[config.mk]
export PLATFORM = sky130hd
export DESIGN_NAME = ppu_mem_arbiter
export DESIGN_NICKNAME = d
export VERILOG_FILES = /design/src/rtl/ppu_pkg.sv /design/src/rtl/ppu_wr_fifo.sv /design/src/rtl/ppu_mem_arbiter.sv
export SDC_FILE = /design/constraint.sdc
export NUM_CORES = 1
export LEC_CHECK = 0
export BUFFER_PORTS_ARGS = -buffer_cell sky130_fd_sc_hd__buf_2
export CORE_MARGIN = 2
export CORE_UTILIZATION = 30
export DETAILED_ROUTE_END_ITERATION = 8
export GPL_ROUTABILITY_DRIVEN = 0
export GPL_TIMING_DRIVEN = 0
export HOLD_SLACK_MARGIN = 0.06
export PLACE_DENSITY_LB_ADDON = 0.25
export REMOVE_ABC_BUFFERS = 1
export SLEW_MARGIN = 10
export SYNTH_ARGS = -nofsm -noshare
export SYNTH_HDL_FRONTEND = slang
export SYNTH_SLANG_ARGS = --single-unit
[constraint.sdc]
create_clock -name clk -period 5 [get_ports clk]
set_input_delay 1 -clock clk [delete_from_list [all_inputs] [get_ports clk]]
set_output_delay 1 -clock clk [all_outputs]
set_load 0.01 [all_outputs]
[src/rtl/ppu_pkg.sv]
`default_nettype none
// +--------------------------------------------------------------------------+
// | Package     : ppu_pkg                                                    |
// | Description : Shared types and constants for the PPU memory arbiter.     |
// |               - region_sel_e : host address[13:11] region decode         |
// |               - fifo_entry_t : one queued host write {sel, addr, data}   |
// |               - C_RAM_RD_LATENCY : shared RAM read latency (cycles)      |
// |               - is_valid_sel : true for regions that exist (0..4)        |
// | Revision    : 1.0 - initial release                                      |
// +--------------------------------------------------------------------------+
package ppu_pkg;

  typedef enum logic [2:0] {
    SEL_TILE_BUFFER     = 3'd0,
    SEL_TILE_GRAPHICS   = 3'd1,
    SEL_SPRITE_GRAPHICS = 3'd2,
    SEL_COLOR_PALETTES  = 3'd3,
    SEL_OAM             = 3'd4
  } region_sel_e;

  typedef struct packed {
    logic [2:0]  sel;
    logic [10:0] addr;
    logic [31:0] data;
  } fifo_entry_t;

  // Cycles from mem_sel/mem_addr being presented to mem_rdata being valid.
  localparam int C_RAM_RD_LATENCY = 1;

  // Region codes 5..7 have no backing memory.
  function automatic logic is_valid_sel(input logic [2:0] sel);
    return (sel <= SEL_OAM);
  endfunction

endpackage
`default_nettype wire

[src/rtl/ppu_wr_fifo.sv]
`default_nettype none
// +--------------------------------------------------------------------------+
// | Module      : ppu_wr_fifo                                                |
// | Description : Synchronous FIFO holding queued host writes in strict      |
// |               arrival order. Push and pop in the same cycle are allowed  |
// |               when the FIFO is neither full nor empty.                   |
// | Ports       : clk, reset_n (async, active-low)                           |
// |               push, push_data   - enqueue one entry (ignored when full)  |
// |               pop, pop_data     - dequeue head (ignored when empty);     |
// |                                   pop_data always shows the head         |
// |               full, empty, count - occupancy status                      |
// | Revision    : 1.0 - initial release                                      |
// +--------------------------------------------------------------------------+
module ppu_wr_fifo
  import ppu_pkg::*;
#(
  parameter int DEPTH = 8
) (
  input  logic                     clk,
  input  logic                     reset_n,
  input  logic                     push,
  input  fifo_entry_t              push_data,
  input  logic                     pop,
  output fifo_entry_t              pop_data,
  output logic                     full,
  output logic                     empty,
  output logic [$clog2(DEPTH):0]   count
);

  localparam int                 C_PTR_W = $clog2(DEPTH);
  localparam logic [C_PTR_W:0]   C_FULL  = (C_PTR_W + 1)'(DEPTH);

  fifo_entry_t          r_mem [DEPTH];
  logic [C_PTR_W-1:0]   r_wr_ptr;
  logic [C_PTR_W-1:0]   r_rd_ptr;
  logic [C_PTR_W:0]     r_count;
  logic                 w_do_push;
  logic                 w_do_pop;

  assign full      = (r_count == C_FULL);
  assign empty     = (r_count == '0);
  assign count     = r_count;
  assign pop_data  = r_mem[r_rd_ptr];

  assign w_do_push = push & ~full;
  assign w_do_pop  = pop & ~empty;

  // Pointers wrap naturally because DEPTH is a power of two.
  always_ff @(posedge clk or negedge reset_n) begin
    if (!reset_n) begin
      r_wr_ptr <= '0;
      r_rd_ptr <= '0;
      r_count  <= '0;
    end else begin
      if (w_do_push) r_wr_ptr <= r_wr_ptr + 1'b1;
      if (w_do_pop)  r_rd_ptr <= r_rd_ptr + 1'b1;
      case ({w_do_push, w_do_pop})
        2'b10:   r_count <= r_count + 1'b1;
        2'b01:   r_count <= r_count - 1'b1;
        default: r_count <= r_count;
      endcase
    end
  end

  // Storage carries no reset: stale contents are unreachable once the
  // pointers and count are cleared.
  always_ff @(posedge clk) begin
    if (w_do_push) r_mem[r_wr_ptr] <= push_data;
  end

endmodule
`default_nettype wire

[src/rtl/ppu_mem_arbiter.sv]
`default_nettype none
// +--------------------------------------------------------------------------+
// | Module      : ppu_mem_arbiter                                            |
// | Description : Shares one single-port video RAM between host writes       |
// |               (buffered in a FIFO) and PPU fetches. During vblank the    |
// |               host FIFO head has priority; during active display the PPU |
// |               has priority and the host only uses idle PPU cycles.       |
// |               The RAM port (mem_*) is registered one cycle after the     |
// |               grant; PPU read data returns two cycles after ppu_gnt.     |
// | Options     : PPU_ARB_STARVE_GUARD_EN - when defined, a host write that  |
// |               has waited STARVE_LIMIT cycles wins one slot over the PPU. |
// | Ports       : clk, reset_n (async, active-low)                           |
// |               chipselect, write, address[13:0], writedata[31:0],        |
// |               waitrequest               - host write bus                 |
// |               vblank                    - frame blanking indicator       |
// |               ppu_req, ppu_sel, ppu_addr, ppu_gnt, ppu_rvalid,           |
// |               ppu_rdata                 - PPU fetch request/return       |
// |               mem_sel, mem_addr, mem_we, mem_wdata, mem_rdata - RAM port |
// |               bad_sel_cnt               - saturating dropped-write count |
// | Revision    : 1.0 - initial release                                      |
// +--------------------------------------------------------------------------+
module ppu_mem_arbiter
  import ppu_pkg::*;
#(
  parameter int FIFO_DEPTH   = 8,
  parameter int STARVE_LIMIT = 64
) (
  input  logic        clk,
  input  logic        reset_n,
  // host write bus
  input  logic        chipselect,
  input  logic        write,
  input  logic [13:0] address,
  input  logic [31:0] writedata,
  output logic        waitrequest,
  // PPU side
  input  logic        vblank,
  input  logic        ppu_req,
  input  logic [2:0]  ppu_sel,
  input  logic [10:0] ppu_addr,
  output logic        ppu_gnt,
  output logic        ppu_rvalid,
  output logic [31:0] ppu_rdata,
  // shared RAM port
  output logic [2:0]  mem_sel,
  output logic [10:0] mem_addr,
  output logic        mem_we,
  output logic [31:0] mem_wdata,
  input  logic [31:0] mem_rdata,
  // status
  output logic [7:0]  bad_sel_cnt
);

  localparam int C_CNT_W   = $clog2(FIFO_DEPTH) + 1;
  // One cycle to register the address, then the RAM read latency.
  localparam int C_RD_PIPE = 1 + C_RAM_RD_LATENCY;

  if ((FIFO_DEPTH < 2) || (FIFO_DEPTH > 32) ||
      ((FIFO_DEPTH & (FIFO_DEPTH - 1)) != 0) || (STARVE_LIMIT < 1)) begin : g_param_check
    $error("ppu_mem_arbiter: FIFO_DEPTH must be a power of 2 in 2..32, STARVE_LIMIT >= 1");
  end

  typedef enum logic [1:0] {
    IDLE    = 2'd0,
    PPU_RD  = 2'd1,
    HOST_WR = 2'd2
  } arb_state_e;

  // --------------------------------------------------------------------------
  // Host write intake
  // --------------------------------------------------------------------------
  logic [2:0]          w_host_sel;
  logic                w_wr_strobe;
  logic                w_push;
  logic                w_bad_write;
  fifo_entry_t         w_push_entry;
  fifo_entry_t         w_head;
  logic                w_fifo_full;
  logic                w_fifo_empty;
  logic                w_pop;
  logic [C_CNT_W-1:0]  w_unused_fifo_count;

  assign w_host_sel   = address[13:11];
  // A write is accepted only in a cycle where the host is not stalled.
  assign w_wr_strobe  = chipselect & write & ~w_fifo_full;
  assign w_push       = w_wr_strobe & is_valid_sel(w_host_sel);
  assign w_bad_write  = w_wr_strobe & ~is_valid_sel(w_host_sel);
  assign w_push_entry = {w_host_sel, address[10:0], writedata};
  assign waitrequest  = w_fifo_full;

  ppu_wr_fifo #(
    .DEPTH (FIFO_DEPTH)
  ) u_wr_fifo (
    .clk       (clk),
    .reset_n   (reset_n),
    .push      (w_push),
    .push_data (w_push_entry),
    .pop       (w_pop),
    .pop_data  (w_head),
    .full      (w_fifo_full),
    .empty     (w_fifo_empty),
    .count     (w_unused_fifo_count)
  );

  // --------------------------------------------------------------------------
  // Arbitration FSM. The state records which requester owned the RAM port in
  // the previous cycle; every cycle is arbitrated afresh so any state may
  // follow any other.
  // --------------------------------------------------------------------------
  arb_state_e  r_state;
  arb_state_e  w_next_state;
  logic        w_host_pending;
  logic        w_force_host;
  logic        w_host_win;
  logic        w_ppu_win;

  assign w_host_pending = ~w_fifo_empty;

  always_comb begin
    w_host_win   = 1'b0;
    w_ppu_win    = 1'b0;
    w_next_state = IDLE;
    // Gating on reset_n keeps ppu_gnt low while reset is asserted even
    // though the grant is combinational from ppu_req.
    if (reset_n) begin
      if (w_force_host) begin
        w_host_win = 1'b1;
      end else if (vblank) begin
        w_host_win = w_host_pending;
        w_ppu_win  = ppu_req & ~w_host_pending;
      end else begin
        w_ppu_win  = ppu_req;
        w_host_win = w_host_pending & ~ppu_req;
      end
    end
    if (w_ppu_win) begin
      w_next_state = PPU_RD;
    end else if (w_host_win) begin
      w_next_state = HOST_WR;
    end
  end

  always_ff @(posedge clk or negedge reset_n) begin
    if (!reset_n) r_state <= IDLE;
    else          r_state <= w_next_state;
  end

  assign ppu_gnt = w_ppu_win;
  assign w_pop   = w_host_win;
  assign mem_we  = (r_state == HOST_WR);

  // --------------------------------------------------------------------------
  // Registered RAM port. Address/data hold their last values when idle so
  // the RAM sees no spurious toggling.
  // --------------------------------------------------------------------------
  logic [2:0]   r_mem_sel;
  logic [10:0]  r_mem_addr;
  logic [31:0]  r_mem_wdata;

  always_ff @(posedge clk or negedge reset_n) begin
    if (!reset_n) begin
      r_mem_sel   <= '0;
      r_mem_addr  <= '0;
      r_mem_wdata <= '0;
    end else if (w_ppu_win) begin
      r_mem_sel   <= ppu_sel;
      r_mem_addr  <= ppu_addr;
    end else if (w_host_win) begin
      r_mem_sel   <= w_head.sel;
      r_mem_addr  <= w_head.addr;
      r_mem_wdata <= w_head.data;
    end
  end

  assign mem_sel   = r_mem_sel;
  assign mem_addr  = r_mem_addr;
  assign mem_wdata = r_mem_wdata;

  // --------------------------------------------------------------------------
  // Read return: a shift register tracks each PPU grant until its data is
  // on mem_rdata. Reset clears it, so no pre-reset grant ever returns.
  // --------------------------------------------------------------------------
  logic [C_RD_PIPE-1:0] r_rd_pipe;

  always_ff @(posedge clk or negedge reset_n) begin
    if (!reset_n) r_rd_pipe <= '0;
    else          r_rd_pipe <= (r_rd_pipe << 1) | C_RD_PIPE'(w_ppu_win);
  end

  assign ppu_rvalid = r_rd_pipe[C_RD_PIPE-1];
  assign ppu_rdata  = mem_rdata;

  // --------------------------------------------------------------------------
  // Dropped-write counter (regions 5..7), saturating at 255.
  // --------------------------------------------------------------------------
  logic [7:0] r_bad_sel_cnt;

  always_ff @(posedge clk or negedge reset_n) begin
    if (!reset_n) begin
      r_bad_sel_cnt <= '0;
    end else if (w_bad_write && (r_bad_sel_cnt != 8'hFF)) begin
      r_bad_sel_cnt <= r_bad_sel_cnt + 8'd1;
    end
  end

  assign bad_sel_cnt = r_bad_sel_cnt;

  // --------------------------------------------------------------------------
  // Starvation guard. The counter advances on every cycle a queued write is
  // passed over; on reaching STARVE_LIMIT the host takes the next slot.
  // --------------------------------------------------------------------------
`ifdef PPU_ARB_STARVE_GUARD_EN
  localparam int                   C_STARVE_W = $clog2(STARVE_LIMIT + 1);
  localparam logic [C_STARVE_W-1:0] C_LIMIT   = C_STARVE_W'(STARVE_LIMIT);

  logic [C_STARVE_W-1:0] r_starve_cnt;

  assign w_force_host = w_host_pending && (r_starve_cnt >= C_LIMIT);

  always_ff @(posedge clk or negedge reset_n) begin
    if (!reset_n) begin
      r_starve_cnt <= '0;
    end else if (w_host_win) begin
      r_starve_cnt <= '0;
    end else if (w_host_pending && (r_starve_cnt < C_LIMIT)) begin
      r_starve_cnt <= r_starve_cnt + 1'b1;
    end
  end
`else
  assign w_force_host = 1'b0;
`endif

endmodule
`default_nettype wire

==> impl_metrics.csv <==
group,metric,value,unit
die,die_w,241,um
global_routing,grt_usage,13.3,%
setup_path,crit_chain,"buf_4, inv_1, or3_4, buf_16, inv_2, ha_1, xor2_1, ha_1, a21oi_1, xor2_1, nor2_1, xor2_1",
die,core.rowCount,86,
yosys,syn-cell-area,16800,um^2
job,maxCapViolCount,0,
routing,vias,8017,
routing,antenna_left,0,
cts,clock_sinks,435,
yosys,yosys.area_share.xor_xnor,0.729,%
global_routing,grt_pass1_wl,56.7,mm
cts,clockRootBuffer,"clkbuf_16",
yosys,ys_warn_count,0,
yosys,synth_top_family_by_area,"multiplexers",
global_routing,grt_max_degree,49,
sta,period_share,71.6,%
place,port-buffer-count,123,
yosys,yosys.area_share.simple,2.84,%
finish,seqCellArea,12700,um^2
routing,drt-pass1-iter-count,4,
cts,cts_max_path_buffers,3,
cts,cts_hold_buffers,0,
die,io_pins,188,
cts,cts_resized,0,
die,initial_utilization,30.4,%
finish,syn2layout_area_growth,18.3,%
setup_path,worst_ep_arrival_time,3990,ps
cts,clk_pin_slew,60,ps
sta,rsz0062_at_grt,"no",
place,place_area,18600,um^2
sta,fin_skew,24.6,ps
setup_path,r2r-start,"u_wr_fifo.count[2]",
yosys,yosysSeqAreaShare,75.6,%
place,dpl.hpwl,23.4,mm
yosys,avgSynthCellArea,20.1,um^2
power,finalPower,10.3,mW
sta,period_minus_slack,3580,ps
routing,drc,0,
global_routing,grt.overflow.total,0,
setup_path,crit_path_start,"reset_n",
setup_path,cp_common_cell,"xor2_1",
sta,tightest_slew,834,ps
setup_path,crit_buf_inv,4,
global_routing,grt_pass1_vias,8575,
routing,wl_per_cell,21.7,um
finish,multi_input_area,3690,um^2
setup_path,cpPeakStageDelay,590,ps
cts,cts_made_buffers,45,
routing,drtIter0Drc,560,
global_routing,antenna_found_initial,3,
routing,routed_wl,38.0,mm
yosys,synth_ff_type,"edfxtp_1",
cts,clk_latency,550,ps
routing,vias_per_cell,4.58,
finish,fin_area,19900,um^2
cts,htreeDepth,2,
yosys,syn-instance-count,838,
setup_path,worst_ep_required_time,5410,ps
sta,holdWs,376,ps
outcome,outcome,"finished, final reports clean",
setup_path,critical_path_class,"in -> reg",
sta,fmax,279,MHz
sta,setup_viol,0,
finish,nFillCells,5225,
sta,maxSlewHeadroom,44.4,%
min_path,hold_start,"r_rd_pipe[0]",
yosys,synth_seq_cells,435,
finish,drive_above_1_share,33.3,%
finish,antenna_cells,0,
setup_path,worstSetupEndpointType,"flop",
setup_path,critPathSlowestCell,"or3_4",
die,die-height,241,um
power,peakVddDrop,0.261,mV
yosys,synth_fa_ha_area_share,0.446,%
sta,finalSetupTns,0,ps
setup_path,worst_path_dominant_cell_family,"buffers and inverters",
sta,drv_slew,0,
yosys,synth_compound_area_share,2.70,%
power,p_leak,6.81,nW
finish,nets,1071,
cts,cts_tree,"built",
yosys,async_flop_share,15.4,%
sta,finalHoldViolCount,0,
yosys,synth_edf_count,368,
yosys,muxShareOfSynthArea,14.9,%
setup_path,start_kind,"input pin",
die,coreArea,55300,um^2
min_path,min_path_type,"reg -> reg",
die,dieArea,58000,um^2
yosys,ys_types,46,
power,pwr_density_cell,519,nW/um^2
cts,postCtsSetupBuffers,0,
setup_path,worstPathMaxFanout,48,
worst paths after layout:
kind	to	slack, ps	cells after the start
worst max-delay path	u_wr_fifo.count[2]	1420	12
worst min register to register	r_rd_pipe[1]	380	0
max in group asynchronous	mem_wdata[28]	3810	2
worst min-delay path	r_rd_pipe[1]	380	0
worst max register to register	u_wr_fifo.count[2]	1880	11
min in group asynchronous	mem_sel[1]	520	1
synthesized netlist by cell type, drive strengths merged, types with 4 or more instances:
| library cell | instances | area share (%) |
|---|---|---|
| inv | 5 | 0.11 |
| xnor2 | 7 | 0.36 |
| mux2 | 4 | 0.29 |
| buf | 64 | 2.5 |
| mux2i | 38 | 2.3 |
| o21ai | 42 | 1.3 |
| mux4 | 92 | 12 |
| ha | 6 | 0.45 |
| nand2 | 54 | 1.2 |
| a21oi | 15 | 0.51 |
| nor2 | 9 | 0.20 |
| a22oi | 8 | 0.36 |
| xor2 | 7 | 0.36 |
| nor3 | 4 | 0.12 |
| a32oi | 8 | 0.42 |
| nand3 | 8 | 0.24 |
| clkbuf | 9 | 0.21 |
| dfrtp | 67 | 10 |
| edfxtp | 368 | 66 |
sequential cells by signal, indices dropped and copies added, names as in the netlist:
signal and cells:
mem_addr 11, mem_sel 3, bad_sel_cnt 8, r_rd_pipe 2
u_wr_fifo.r_wr_ptr 3, r_state 1, u_wr_fifo.r_rd_ptr 3, u_wr_fifo.r_mem 368
u_wr_fifo.count 4, mem_wdata 32
cell usage in the layout (no fill, tap or decap), types with 2 or more instances in the layout:
cell type	count
nand3_1	8
a22oi_1	8
buf_4	9
clkbuf_8	2
nor3_2	2
clkbuf_16	45
and3_1	2
ha_1	6
inv_6	2
mux2i_1	38
o21ai_1	38
clkbuf_1	11
nor2b_1	3
clkinv_2	12
xnor2_1	7
buf_2	122
dfrtp_4	3
inv_1	4
or3_4	2
a21oi_1	14
nand2_1	54
nor2_4	6
a32oi_1	8
dfrtp_1	64
clkinv_1	9
o21ai_0	3
buf_6	6
mux4_2	92
mux2_2	2
nor2_1	3
nand2b_1	3
nor3_1	2
buf_12	8
buf_16	10
xor2_1	7
edfxtp_1	368
logic make-up (layout without fill, tap and decap cells):
group / count (synthesis) / in the layout
AOI/OAI and AO/OA: 75 / 75
xor gates and xnor gates: 14 / 14
adders and majority gates: 6 / 6
buffers and inverters: 78 / 243
DFF: 435 / 435
muxes: 134 / 134
and+or+nand+nor: 96 / 96
area by class of cell:
type / count / share of cell area (%)
timing repair buffer: 155 / 5.93
clock inverter: 25 / 0.754
inverter: 5 / 0.0943
tap: 748 / 4.70
clock buffer: 58 / 6.00
sequential: 435 / 64.0
multi-input combinational: 325 / 18.5
power breakdown:
group          leakage [nW]  switching, mW  total [mW]  internal, mW
Sequential             4.14          0.468        4.81          4.34
Combinational          2.00           1.15        2.44          1.28
Clock                 0.670           1.35        3.09          1.74
per-layer routing:
layer  GRT usage (%)  vias to the layer above  share of wire (%)
met4            3.05                        6                1.7
li1                -                     3585                  -
met1            18.5                     4163                 46
met5               0                        -               0.10
met3            3.33                       60                5.8
met2            21.1                      203                 46
metrics by stage:
step           setup WS, ps  util [%]  instances
2_1_floorplan          -409         -        765
3_3_place_gp          -4840      32.4       1636
3_5_place_dp            734      33.6       1668
4_1_cts                1310      36.0       1751
5_1_grt                1060      36.0       1751
6_report               1420      36.0       1751
Note: power is estimated with default switching activity, not from simulation.
